## config.mk

```make
export PLATFORM = sky130hd
export DESIGN_NAME = reg_rr_arb_flat
export DESIGN_NICKNAME = d
export VERILOG_FILES = /design/src/rtl/reg_pkg.sv /design/src/rtl/reg_rr_arb_if.sv /design/src/rtl/reg_rr_arb_rr_pick.sv /design/src/rtl/reg_rr_arb.sv /design/src/flat_wrapper.sv
export SDC_FILE = /design/constraint.sdc
export NUM_CORES = 1
export LEC_CHECK = 0
export ABC_CLOCK_PERIOD_IN_PS = 4440
export CAP_MARGIN = 25
export CORE_UTILIZATION = 39
export DETAILED_ROUTE_END_ITERATION = 8
export PLACE_DENSITY = 0.85
export SLEW_MARGIN = 25
export SYNTH_ARGS = -nofsm -noshare
export SYNTH_HDL_FRONTEND = slang
export SYNTH_HIERARCHICAL = 1
export SYNTH_SLANG_ARGS = --single-unit
```

## constraint.sdc

```tcl
create_clock -name clk -period 4.44 [get_ports clk]
set_clock_uncertainty 0.2 [all_clocks]
set_input_delay 1.11 -clock clk [delete_from_list [all_inputs] [get_ports clk]]
set_output_delay 1.11 -clock clk [all_outputs]
set_load 0.01 [all_outputs]
```

## src/rtl/reg_pkg.sv

```systemverilog
// rtl/reg_pkg.sv - shared register-table widths, requester indices and arbiter FSM encoding
//
// Purpose : common definitions for the register-table access arbiter.
// Ports   : none (package).
package reg_pkg;

    localparam int REG_AW = 7;
    localparam int REG_DW = 16;

    // Requester slots on the shared table port.
    localparam int REQ_SPI = 0;
    localparam int REQ_TTE = 1;
    localparam int REQ_P0  = 2;
    localparam int REQ_P1  = 3;
    localparam int REQ_P2  = 4;
    localparam int REQ_P3  = 5;

    typedef enum logic [1:0] {
        ST_IDLE   = 2'd0,
        ST_ACCESS = 2'd1,
        ST_WAIT   = 2'd2,
        ST_ACK    = 2'd3
    } arb_state_e;

endpackage

```

## src/rtl/reg_rr_arb_if.sv

```systemverilog
// rtl/reg_rr_arb_if.sv - requester bus and register-table port bundle for reg_rr_arb
//
// Purpose : groups the requester handshake and the table access port.
// Signals : req/we/addr/wdata (requesters -> arbiter), ack/rdata/busy (arbiter -> requesters),
//           tbl_wr/tbl_rd/tbl_addr/tbl_din (arbiter -> table), tbl_dout (table -> arbiter).
// Modports: slave = arbiter side, master = requester/table side.
interface reg_rr_arb_if
    import reg_pkg::*;
#(
    parameter int NREQ = 6,
    parameter int AW   = REG_AW,
    parameter int DW   = REG_DW
);
    logic [NREQ-1:0]    req;
    logic [NREQ-1:0]    we;
    logic [NREQ*AW-1:0] addr;
    logic [NREQ*DW-1:0] wdata;
    logic [NREQ-1:0]    ack;
    logic [DW-1:0]      rdata;
    logic               busy;
    logic               tbl_wr;
    logic               tbl_rd;
    logic [AW-1:0]      tbl_addr;
    logic [DW-1:0]      tbl_din;
    logic [DW-1:0]      tbl_dout;

    modport slave (
        input  req, we, addr, wdata, tbl_dout,
        output ack, rdata, busy, tbl_wr, tbl_rd, tbl_addr, tbl_din
    );

    modport master (
        output req, we, addr, wdata, tbl_dout,
        input  ack, rdata, busy, tbl_wr, tbl_rd, tbl_addr, tbl_din
    );

endinterface

```

## src/rtl/reg_rr_arb_rr_pick.sv

```systemverilog
// rtl/reg_rr_arb_rr_pick.sv - combinational round-robin picker
//
// Purpose : returns the first eligible requester (req_i & ~mask_i) searching upward
//           from ptr_i+1, wrapping modulo NREQ.
// Ports   : req_i, mask_i (NREQ), ptr_i (IW) in; gnt_o (one-hot), gnt_idx_o, valid_o out.
module rr_pick #(
    parameter int NREQ = 6,
    parameter int IW   = (NREQ > 1) ? $clog2(NREQ) : 1
) (
    input  logic [NREQ-1:0] req_i,
    input  logic [NREQ-1:0] mask_i,
    input  logic [IW-1:0]   ptr_i,
    output logic [NREQ-1:0] gnt_o,
    output logic [IW-1:0]   gnt_idx_o,
    output logic            valid_o
);

    logic [NREQ-1:0] elig;
    logic [IW-1:0]   idx;

    always_comb begin
        elig      = req_i & ~mask_i;
        idx       = '0;
        gnt_o     = '0;
        gnt_idx_o = '0;
        valid_o   = 1'b0;
        // k = NREQ lands back on ptr_i itself, so the last grantee is considered last.
        for (int k = 1; k <= NREQ; k++) begin
            idx = IW'((int'(ptr_i) + k) % NREQ);
            if (!valid_o && elig[idx]) begin
                valid_o    = 1'b1;
                gnt_idx_o  = idx;
                gnt_o[idx] = 1'b1;
            end
        end
    end

endmodule

```

## src/rtl/reg_rr_arb.sv

```systemverilog
// rtl/reg_rr_arb.sv - round-robin read/write arbiter for the shared register-table port
//
// Purpose : serialises requester accesses onto one table port, issues one-cycle
//           write/read strobes and returns read data with a one-hot ack pulse.
// Ports   : clk, rst_n (async active-low); bus = reg_rr_arb_if.slave carrying
//           req/we/addr/wdata in, ack/rdata/busy out, tbl_wr/tbl_rd/tbl_addr/tbl_din out,
//           tbl_dout in. All outputs are registered.
module reg_rr_arb
    import reg_pkg::*;
#(
    parameter int NREQ   = 6,
    parameter int AW     = REG_AW,
    parameter int DW     = REG_DW,
    parameter int RD_LAT = 1
) (
    input  logic         clk,
    input  logic         rst_n,
    reg_rr_arb_if.slave  bus
);

    localparam int IW = (NREQ > 1) ? $clog2(NREQ) : 1;

    arb_state_e      state_q, state_d;
    logic [IW-1:0]   ptr_q, ptr_d;
    logic [NREQ-1:0] gnt_q, gnt_d;
    logic            we_q, we_d;
    logic [1:0]      cnt_q, cnt_d;
    logic [NREQ-1:0] ack_q, ack_d;
    logic [NREQ-1:0] ack_dly_q;
    logic [DW-1:0]   rdata_q, rdata_d;
    logic            busy_q, busy_d;
    logic            tbl_wr_q, tbl_wr_d;
    logic            tbl_rd_q, tbl_rd_d;
    logic [AW-1:0]   tbl_addr_q, tbl_addr_d;
    logic [DW-1:0]   tbl_din_q, tbl_din_d;

    logic [AW-1:0]   addr_a  [NREQ];
    logic [DW-1:0]   wdata_a [NREQ];
    logic [NREQ-1:0] pick_gnt;
    logic [IW-1:0]   pick_idx;
    logic            pick_valid;

    for (genvar i = 0; i < NREQ; i++) begin : g_unpack
        assign addr_a[i]  = bus.addr[i*AW +: AW];
        assign wdata_a[i] = bus.wdata[i*DW +: DW];
    end

    // ack_dly_q hides a requester that is still lowering req right after its ack.
    rr_pick #(.NREQ(NREQ), .IW(IW)) u_pick (
        .req_i     (bus.req),
        .mask_i    (ack_dly_q),
        .ptr_i     (ptr_q),
        .gnt_o     (pick_gnt),
        .gnt_idx_o (pick_idx),
        .valid_o   (pick_valid)
    );

    always_comb begin
        state_d    = state_q;
        ptr_d      = ptr_q;
        gnt_d      = gnt_q;
        we_d       = we_q;
        cnt_d      = cnt_q;
        ack_d      = '0;
        rdata_d    = rdata_q;
        tbl_wr_d   = 1'b0;
        tbl_rd_d   = 1'b0;
        tbl_addr_d = tbl_addr_q;
        tbl_din_d  = tbl_din_q;
        case (state_q)
            ST_IDLE: begin
                if (pick_valid) begin
                    gnt_d      = pick_gnt;
                    ptr_d      = pick_idx;
                    we_d       = bus.we[pick_idx];
                    tbl_addr_d = addr_a[pick_idx];
                    tbl_din_d  = wdata_a[pick_idx];
                    tbl_wr_d   = bus.we[pick_idx];
                    tbl_rd_d   = ~bus.we[pick_idx];
                    state_d    = ST_ACCESS;
                end
            end
            ST_ACCESS: begin
                if (we_q || RD_LAT == 0) begin
                    ack_d   = gnt_q;
                    state_d = ST_ACK;
                    if (!we_q) begin
                        rdata_d = bus.tbl_dout;
                    end
                end else begin
                    cnt_d   = 2'(RD_LAT - 1);
                    state_d = ST_WAIT;
                end
            end
            ST_WAIT: begin
                if (cnt_q == 2'd0) begin
                    ack_d   = gnt_q;
                    rdata_d = bus.tbl_dout;
                    state_d = ST_ACK;
                end else begin
                    cnt_d = cnt_q - 2'd1;
                end
            end
            ST_ACK: begin
                state_d = ST_IDLE;
            end
            default: state_d = ST_IDLE;
        endcase
        busy_d = (state_d != ST_IDLE);
    end

    always_ff @(posedge clk or negedge rst_n) begin
        if (!rst_n) begin
            state_q    <= ST_IDLE;
            ptr_q      <= IW'(NREQ - 1);
            gnt_q      <= '0;
            we_q       <= 1'b0;
            cnt_q      <= '0;
            ack_q      <= '0;
            ack_dly_q  <= '0;
            rdata_q    <= '0;
            busy_q     <= 1'b0;
            tbl_wr_q   <= 1'b0;
            tbl_rd_q   <= 1'b0;
            tbl_addr_q <= '0;
            tbl_din_q  <= '0;
        end else begin
            state_q    <= state_d;
            ptr_q      <= ptr_d;
            gnt_q      <= gnt_d;
            we_q       <= we_d;
            cnt_q      <= cnt_d;
            ack_q      <= ack_d;
            ack_dly_q  <= ack_q;
            rdata_q    <= rdata_d;
            busy_q     <= busy_d;
            tbl_wr_q   <= tbl_wr_d;
            tbl_rd_q   <= tbl_rd_d;
            tbl_addr_q <= tbl_addr_d;
            tbl_din_q  <= tbl_din_d;
        end
    end

    assign bus.ack      = ack_q;
    assign bus.rdata    = rdata_q;
    assign bus.busy     = busy_q;
    assign bus.tbl_wr   = tbl_wr_q;
    assign bus.tbl_rd   = tbl_rd_q;
    assign bus.tbl_addr = tbl_addr_q;
    assign bus.tbl_din  = tbl_din_q;

endmodule

```

## src/flat_wrapper.sv

```systemverilog
// flat-port wrapper written by rule: the top's interface ports become plain ports
module reg_rr_arb_flat import reg_pkg::*;
#(
    parameter int NREQ   = 6,
    parameter int AW     = REG_AW,
    parameter int DW     = REG_DW,
    parameter int RD_LAT = 1
)
  (clk, rst_n, bus_req, bus_we, bus_addr, bus_wdata, bus_tbl_dout, bus_ack, bus_rdata, bus_busy, bus_tbl_wr, bus_tbl_rd, bus_tbl_addr, bus_tbl_din);
  reg_rr_arb_if #(.NREQ(NREQ), .AW(AW), .DW(DW)) bus_i ();
  input  logic clk;
  input  logic rst_n;
  input wire logic [$bits(bus_i.req)-1:0] bus_req;
  input wire logic [$bits(bus_i.we)-1:0] bus_we;
  input wire logic [$bits(bus_i.addr)-1:0] bus_addr;
  input wire logic [$bits(bus_i.wdata)-1:0] bus_wdata;
  input wire logic [$bits(bus_i.tbl_dout)-1:0] bus_tbl_dout;
  output wire logic [$bits(bus_i.ack)-1:0] bus_ack;
  output wire logic [$bits(bus_i.rdata)-1:0] bus_rdata;
  output wire logic [$bits(bus_i.busy)-1:0] bus_busy;
  output wire logic [$bits(bus_i.tbl_wr)-1:0] bus_tbl_wr;
  output wire logic [$bits(bus_i.tbl_rd)-1:0] bus_tbl_rd;
  output wire logic [$bits(bus_i.tbl_addr)-1:0] bus_tbl_addr;
  output wire logic [$bits(bus_i.tbl_din)-1:0] bus_tbl_din;
  assign bus_i.req = bus_req;
  assign bus_i.we = bus_we;
  assign bus_i.addr = bus_addr;
  assign bus_i.wdata = bus_wdata;
  assign bus_i.tbl_dout = bus_tbl_dout;
  assign bus_ack = bus_i.ack;
  assign bus_rdata = bus_i.rdata;
  assign bus_busy = bus_i.busy;
  assign bus_tbl_wr = bus_i.tbl_wr;
  assign bus_tbl_rd = bus_i.tbl_rd;
  assign bus_tbl_addr = bus_i.tbl_addr;
  assign bus_tbl_din = bus_i.tbl_din;
  reg_rr_arb #(.NREQ(NREQ), .AW(AW), .DW(DW), .RD_LAT(RD_LAT)) u_core (.clk(clk), .rst_n(rst_n), .bus(bus_i));
endmodule
```

==> metrics list, run 1 <==
- In this run the number of H-tree levels came out at 3.
- Post-route minimum period: roughly 4.3 ns
- The setup check on the worst reg-to-reg path leaves a slack of 0.13 ns.
- Via count of the first global-routing pass: 4947
* Die Span X: approximately 110 µm
- Count of cells along the worst register-to-register path: 17
- Nature of the critical path startpoint: flip-flop
- Of the cells placed in the final design, the portion with a size suffix greater than 1 is 0.293.
- Fin. max-slew vios: 0
- Excluding fillers, the count of instances in the completed layout stands at 898.
- The netlist uses 69 different library cells.
- Prior to clock tree synthesis, the placed netlist has a worst setup slack of -0.200 ns.
* Static Leakage: 0.00339 µW
- Via density per instance: 5.43
* Top cells by area, synth: sky130_fd_sc_hd__dfrtp_1 (34%), sky130_fd_sc_hd__mux4_2 (11%), sky130_fd_sc_hd__mux2_2 (9.5%)
- Seq cells post-synth: 68
- Wire length reported by the detailed router: 17.5 mm
* Number of primary I/O pins: 216
* Crit path required time: 4.46 ns
* Layout Area Growth over Synthesis: 69.6%
- Footprint of the multi-input gates: 3140 µm²
- In the final routed layout, each cell accounts on average for 19.5 µm.
* Minimum setup slack in the final design: approximately 0.13 ns
- Relative contribution of combinational cells to total power: 0.797
- Area of the die: 12900 µm²
* Mapped Avg Cell Area: approximately 11 µm²
- GRT Util Overall: 0.259
* Leading cell type in the layout, fill and taps excluded: sky130_fd_sc_hd__clkdlybuf4s50_1
* Most area-hungry cell type in the Yosys netlist: sky130_fd_sc_hd__dfrtp_1
* Post-synthesis cell count: around 460
- Clock tree synthesis selected as its root buffer the cell sky130_fd_sc_hd__clkbuf_16.
* Internal power consumption: 4900 µW
- Clock-pin slew was measured on the worst setup and hold paths at 0.06 ns.
- Global-route wire length before repair: 25.4 mm
- The detail route stage leaves a number of antenna-violating nets equal to 0.
* Switch Pwr: 3850 µW
- Across the VDD grid, the largest voltage drop is around 500 µV.
* Final setup fails: 0
- The congestion estimate from routability-driven global placement came to 0.899.
* TritonCTS clock tree: done
* Fraction of the cycle the final worst path needs: 0.970
- Hold violation total from the final report: 0
- Maximum number of pins on one net before global-route repair: 35
- Worst min path class: reg2reg
- The routed layout has approximately 5000 vias.
* Vertical extent of the die: 113 µm
* Outcome: finished clean
- Starting utilization of the core area: 0.402
- Summed over all nets, the half-perimeter wirelength after detailed placement is approximately 13 mm.
- Fill cells in the final layout number 907.
- Counting instances, the worst hold path has a depth of 0.
- For hold timing, the worst endpoint is u_core/ack_dly_q[4].
- Share of Yosys cell area claimed by the top area cell type: 0.341
- Final hold analysis gives a worst-case slack of between 0.15 and 0.2 ns.
- CTS sink count: 68
* Maximum clock frequency: 232 MHz
- Max-cap violations in this run came to 0.
- Core occupancy in the finished layout: 0.682
* Antenna diodes: 0
- Critical hold path startpoint: u_core/bus.ack[4]
- Source-to-sink clock delay at the later pin of the worst-skew pair: 0.33 ns
- Async S/R FF share, synth: 1.00
- Highest fanout seen on the critical path: 15
* Slew of the pin with the lowest slew margin: 0.798 ns
- The sequential cells in the finished layout cover a total of 1710 µm².
- Post-cts hold buffer count: 0
- Post-synth top flop: sky130_fd_sc_hd__dfrtp_1
* Worst slew slack as a fraction of its limit: 0.468
* Area of the core: 12100 µm²
* Power share of the sequential group: 0.124
* Share of total power consumed by net switching: 0.440
- Initial drt markers: 284
* Count of unresolved DRC violations after routing: 0
- The Yosys step of the flow raised 6 warnings.
* # placed instances: 866
- In the layout the commonest cells are sky130_fd_sc_hd__clkdlybuf4s50_1 (214), sky130_fd_sc_hd__dfrtp_1 (65), sky130_fd_sc_hd__nor2_1 (57), sky130_fd_sc_hd__buf_4 (55), sky130_fd_sc_hd__mux2_2 (41).
* Cell Area, Synth: 4850 µm²
* Syn Nets: 645
- First-pass detailed-route iteration total: 4
* CTS buffer count: 9
- Category of the most critical setup path: reg2reg
- Antenna violations before repair: 0
- The share of the Yosys chip area taken by registers is 0.352.
* Crit path DAT: 4.33 ns
* Clock Path Buffers: 2
- The worst register-to-register path begins at u_core/ptr_q[0].
- The floorplan has 40 rows.
* Count of input and output buffers: about 220
* P per Cell Area: 1060 nW/µm²
- The synthesized design contains 0 enable-type register cells.
* Crit end category: flip-flop
- Final #Nets: 912
- In this run the critical register-to-register path is captured at u_core/bus.tbl_addr[0].
* GR Overflow Total: 0
* Overall power of the completed layout: 8750 µW
* Share of power burned in the clock network: 0.079
[metrics by stage]
step	area [µm²]	setup TNS [ns]
after detailed placement	7690	-3.91
after global routing	8220	-0.0384
after CTS	7980	0
after floorplan	5040	-0.00542
after global placement	7690	-3.46
final	8220	0
[synthesized netlist by cell type, types with 6 or more instances]
cell type / number
sky130_fd_sc_hd__inv_1: 20
sky130_fd_sc_hd__mux2_2: 41
sky130_fd_sc_hd__a221oi_1: 22
sky130_fd_sc_hd__nor2_1: 57
sky130_fd_sc_hd__ha_1: 19
sky130_fd_sc_hd__a21oi_1: 7
sky130_fd_sc_hd__a31oi_1: 6
sky130_fd_sc_hd__dfrtp_1: 66
sky130_fd_sc_hd__nand2_1: 37
sky130_fd_sc_hd__o21ai_0: 14
sky130_fd_sc_hd__a32oi_1: 6
sky130_fd_sc_hd__buf_6: 6
sky130_fd_sc_hd__buf_2: 10
sky130_fd_sc_hd__and2_1: 10
sky130_fd_sc_hd__clkbuf_1: 13
sky130_fd_sc_hd__mux4_2: 23
sky130_fd_sc_hd__nand3_1: 6
[sequential cells by signal, summed over array words and instances (netlist names)]
name and count:
u_core/bus.tbl_wr 1, u_core/bus.rdata 16, u_core/ptr_q 3, u_core/cnt_q 2, u_core/bus.ack 6, u_core/bus.tbl_addr 7, u_core/ack_dly_q 6, u_core/bus.tbl_din 16
u_core/state_q 2, u_core/gnt_q 6, u_core/bus.tbl_rd 1, u_core/we_q 1, u_core/bus.busy 1
[cell families (layout without fill, tap and decap cells)]
kind of cell | after synthesis | count (layout) | synth area share
flops | 68 | 68 | 0.352
compound gates | 98 | 98 | 0.167
xor+xnor | 4 | 4 | 0.0127
buf+inv | 49 | 321 | 0.0498
mux | 66 | 66 | 0.210
fa+ha+maj | 19 | 19 | 0.0490
simple gates | 154 | 154 | 0.161
[layer usage]
layer / track usage / routed length [µm] / up-vias
met1: 0.315 / 6890 / 2386
met2: 0.452 / 9140 / 200
met3: 0.0457 / 1010 / 32
met4: 0.104 / 427 / 0
met5: 0 / 0 / -
li1: - / - / 2256
[area by class of cell]
class,instances,area share
clock inverters,6,0.00563
multi-input cells,341,0.382
inverters,20,0.00943
well taps,168,0.0256
clock buffers,10,0.0291
repair buffers,285,0.341
flip-flops and latches,68,0.207
[worst max-delay path: stages (launching register included)]
cell	delay, ns
sky130_fd_sc_hd__dfstp_2	0.59
sky130_fd_sc_hd__ha_4	0.19
sky130_fd_sc_hd__xor2_4	0.17
sky130_fd_sc_hd__buf_4	0.19
sky130_fd_sc_hd__ha_1	0.26
sky130_fd_sc_hd__nor2b_4	0.14
sky130_fd_sc_hd__a2111oi_2	0.09
sky130_fd_sc_hd__a41o_1	0.24
sky130_fd_sc_hd__a211o_4	0.35
sky130_fd_sc_hd__nor3_2	0.20
sky130_fd_sc_hd__a21oi_1	0.10
sky130_fd_sc_hd__a22oi_2	0.20
sky130_fd_sc_hd__buf_6	0.15
sky130_fd_sc_hd__buf_4	0.12
sky130_fd_sc_hd__buf_12	0.15
sky130_fd_sc_hd__mux4_2	0.53
sky130_fd_sc_hd__a221oi_2	0.25
sky130_fd_sc_hd__nor2_1	0.06
[how the worst max path moves through the flow]
| stage | from | endpoint | slack [ns] | cells past startpoint |
|---|---|---|---|---|
| finish | u_core/ptr_q[0] | u_core/bus.tbl_addr[0] | 0.13 | 17 |
| global route | u_core/ptr_q[0] | u_core/bus.tbl_addr[0] | -0.02 | 17 |
| CTS | u_core/ptr_q[2] | u_core/bus.tbl_addr[1] | 0.005 | 17 |
| detailed placement | bus_req[5] | u_core/bus.tbl_addr[3] | -0.20 | 13 |
| global placement | bus_req[5] | u_core/bus.tbl_addr[3] | -0.17 | 13 |
| floorplan | u_core/ptr_q[0] | u_core/bus.tbl_addr[4] | -0.005 | 20 |
[power groups by stage]
stage	Sequential, µW	Clock, µW	Combinational [µW]
CTS	1080	697	6280
global route	1120	723	7410
floorplan	1150	0	4120
global placement	1080	0	6100
detailed placement	1090	0	6240
finish	1090	689	6970
[timing repair]
item	4_1_cts	5_1_grt
gates resized for setup	1	29
buffers inserted	0	11
endpoints found under the setup margin	12	26
gates cloned	0	5
pin swaps	0	7
endpoints found under the hold margin	0	0
(Power assumes the default switching activity.)
==> run 2, diff against run 1 <==
--- a/config.mk
+++ b/config.mk
@@ -5,11 +5,13 @@
 export SDC_FILE = /design/constraint.sdc
 export NUM_CORES = 1
 export LEC_CHECK = 0
-export ABC_CLOCK_PERIOD_IN_PS = 4440
+export ABC_CLOCK_PERIOD_IN_PS = 5300
 export CAP_MARGIN = 25
-export CORE_UTILIZATION = 39
+export CORE_MARGIN = 2
+export CORE_UTILIZATION = 46
 export DETAILED_ROUTE_END_ITERATION = 8
-export PLACE_DENSITY = 0.85
+export HOLD_SLACK_MARGIN = 0.06
+export PLACE_DENSITY = 0.93
 export SLEW_MARGIN = 25
 export SYNTH_ARGS = -nofsm -noshare
 export SYNTH_HDL_FRONTEND = slang
==> constraint.sdc (replaced) <==
create_clock -name clk -period 5.3 [get_ports clk]
set_clock_uncertainty 0.2 [all_clocks]
set_input_delay 1.325 -clock clk [delete_from_list [all_inputs] [get_ports clk]]
set_output_delay 1.325 -clock clk [all_outputs]
set_load 0.01 [all_outputs]
==> metrics list, run 2 (same netlist as run 1, synthesis figures left out) <==
- The flow ran to the end, and the final reports show no timing, DRC or antenna violations.
- Fill cells: 776 (-14%)
- Worst slew slack as a fraction of its limit: 0.535 (+0.0676)
- The slack of the critical path came to 0.458 ns (+0.327 ns).
* Hold violation total from the final report: 0 (unchanged)
- Wire length per cell after detailed routing: 20.6 µm (+5.7%)
* Fraction of the cycle the final worst path needs: 0.914
- The overall track demand over capacity in global routing came to 0.291 (+0.0324).
- The average vias per placed instance was 5.78 (+6.4%).
* Wire length reported by the detailed router: 16.7 mm (-4.2%)
* Sequential standard cell area: 1700 µm² (about the same)
- Count of cells along the worst register-to-register path: 14 (-3)
- Area of the core: 10300 µm² (-15%)
- The number of setup buffers added after CTS came to 0 (unchanged).
* Final #Nets: 860 (-5.7%)
* Fraction of layout instances using a drive strength above 1: 0.181 (-0.112)
- Core occupancy in the finished layout: 0.721 (+0.0392)
- Root buffer cell: sky130_fd_sc_hd__clkbuf_8
- The area growth from synthesis to layout is 52.9%.
- Share of power burned in the clock network: 0.079 (about the same)
* Crit path required time: 5.32 ns (+0.86 ns)
- Met2 routing resource usage after global routing: 0.499 (+0.0462)
- After global routing, the most crowded layer is met2.
- The sequential fraction of design power is 0.153 (+0.029).
- The data arrival time of the critical path is 4.86 ns (+0.53 ns).
- Switch Pwr: 2690 µW (-30%)
- The H-tree depth was 3 (unchanged).
- Clk slew on worst S/H paths: 0.09 ns (+0.03 ns)
- The total grt overflow came to 0 (unchanged).
- The number of antenna violations at the first check in global routing came to 0 (unchanged).
- The initial cell density of the core came to 0.472 (+0.0698).
- Critical-path cell list: clkdlybuf4s50_1 > nand2b_1 > o21ai_1 > a2bb2o_4 > a311oi_2 > and2_1 > o21bai_1 > a22oi_2 > buf_12 > mux4_2 > a221oi_1 > nor2_1
- Max incr delay on CP: 0.53 ns (-0.06 ns)
* Vertical extent of the die: 107 µm (-6.0%)
- Met3 track utilization from global routing: 0.0547 (+0.00902)
- The remaining design rule violation count is 0 (unchanged).
- STA classifies the critical path startpoint as a primary input.
- Slew of the pin with the lowest slew margin: 0.695 ns (-0.103 ns)
- Global routing usage on met1: 0.377 (+0.0613)
* Static Leakage: 0.00302 µW (-11%)
- The min-delay analysis places its worst path in the category reg2reg.
- For this run, the top clock speed supported by timing is 207 MHz.
- The largest driver fanout on the critical path came to 32 (+17).
- Post-cts hold buffer count: 0 (unchanged)
- The post-detailed-route count of antenna-violating nets was 0 (unchanged).
* RePlAce Congestion: 0.917 (+2.0%)
- The count of buffers from port buffering came to 215 (unchanged).
- The number of setup violations in the final report was 0 (unchanged).
- Antenna diodes: 0 (unchanged)
* Most frequent cells in the layout: sky130_fd_sc_hd__clkdlybuf4s50_1 (214), sky130_fd_sc_hd__dfrtp_1 (66), sky130_fd_sc_hd__nor2_1 (57), sky130_fd_sc_hd__mux2_2 (41), sky130_fd_sc_hd__nand2_1 (37)
- The maximum number of pins on one net before global-route repair is 53 (+51%).
* Internal power consumption: 3230 µW (-34%)
- CTS sink count: 68 (unchanged)
- Worst VDD drop: 528 µV (+3.8%)
- Fin. max-slew vios: 0 (unchanged)
- Share of total power consumed by net switching: 0.454 (+0.0142)
- The worst slack at placement came to 0.170 ns (+0.371 ns).
- The wire length of the first global-routing pass is 25.4 mm (+0.11%).
- Max capacitance violation total: 0 (unchanged)
- The placed wire-length estimate after detailed placement was 13.2 mm (-1.6%).
* Count of buffering cells on the critical path with inverters included: 2 (-2)
* Worst hold slack across all endpoints: 0.174 ns (-0.0109 ns)
- In this design, the largest share of critical-path delay is due to compound AO/OA/AOI/OAI gates.
- Number of primary I/O pins: 216 (unchanged)
- The die area was 11400 µm² (-12%).
- Relative contribution of combinational cells to total power: 0.768 (-0.029)
- The number of instances on the worst hold path was 0 (unchanged).
- TritonCTS clock tree: done
- The die boundary width is 107 µm (-6.0%).
* Clock Path Buffers: 2 (unchanged)
* P per Cell Area: 799 nW/µm² (-25%)
* Via count of the first global-routing pass: 4829 (-2.4%)
- The number of buffers added by the clock tree synthesis step came to 9 (unchanged).
- Setup repair after global routing left no endpoint under its margin.
- The area used by multi-input combinational logic came to 2910 µm² (-7.4%).
- The critical path is of the in2reg type.
* First-pass detailed-route iteration total: 5 (+1)
* # resized after CTS: 0 (-1)
- Leading cell type in the layout, fill and taps excluded: sky130_fd_sc_hd__clkdlybuf4s50_1
* Core Rows: 37 (-7.5%)
* Worst path depth: 12 (-5)
* Master of the slowest instance on the critical path: sky130_fd_sc_hd__mux4_2
* Total Negative Setup Slacks: 0 ns (unchanged)
* Initial drt markers: 409 (+44%)
- The latest clock arrival within the worst-skew pair was 0.35 ns (+0.02 ns).
- Post-route minimum period: 4.84 ns
- Crit end category: flip-flop
- Total number of vias: 4702 (-3.5%)
==> run 2: changes by cell type in the layout (fill, tap and decap cells not counted), moves of 7 or more <==
cell | previous run | this run
sky130_fd_sc_hd__buf_6 | 7 | 0
sky130_fd_sc_hd__a221oi_1 | 0 | 22
sky130_fd_sc_hd__clkbuf_16 | 11 | 0
sky130_fd_sc_hd__buf_4 | 55 | 13
sky130_fd_sc_hd__clkbuf_8 | 1 | 9
sky130_fd_sc_hd__a221oi_2 | 23 | 1
==> run 2: cell type report <==
type / instances / share of cell area
sequential: 68 / 0.230
multi-input combinational: 341 / 0.393
tap: 136 / 0.0230
clock inverter: 7 / 0.0111
inverter: 20 / 0.0101
clock buffer: 9 / 0.0167
timing repair buffer: 233 / 0.316
==> run 2: per-stage QoR <==
stage	instances	power, µW	instance area [µm²]
floorplan	458	4080	4850
global placement	798	5290	7200
detailed placement	798	5410	7200
CTS	814	5890	7410
global route	814	6290	7410
finish	814	5920	7410
==> run 2: power by group through the flow <==
| stage | Sequential, µW | Clock [µW] | Combinational, µW |
|---|---|---|---|
| after CTS | 906 | 472 | 4510 |
| after global routing | 929 | 493 | 4860 |
| final | 907 | 467 | 4540 |
| after global placement | 902 | 0 | 4390 |
| after detailed placement | 915 | 0 | 4500 |
| after floorplan | 966 | 0 | 3110 |
==> run 2: path summary, 6_finish.rpt <==
path	from	endpoint	slack [ns]
max	bus_req[1]	u_core/bus.tbl_din[5]	0.46
min	u_core/bus.ack[0]	u_core/ack_dly_q[0]	0.17
max reg2reg	u_core/ptr_q[0]	u_core/bus.tbl_din[5]	0.47
min reg2reg	u_core/bus.ack[0]	u_core/ack_dly_q[0]	0.17
max in group asynchronous	rst_n	u_core/bus.tbl_addr[3]	3.23
min in group asynchronous	rst_n	u_core/bus.rdata[1]	0.67
==> run 2: routing by layer <==
| metal | part of all wire | vias to the layer above | routed length, µm |
|---|---|---|---|
| met5 | 0 | - | 0 |
| met4 | 0.020 | 0 | 340 |
| met3 | 0.082 | 26 | 1380 |
| met2 | 0.52 | 245 | 8690 |
| met1 | 0.38 | 2282 | 6330 |
| li1 | - | 2149 | - |
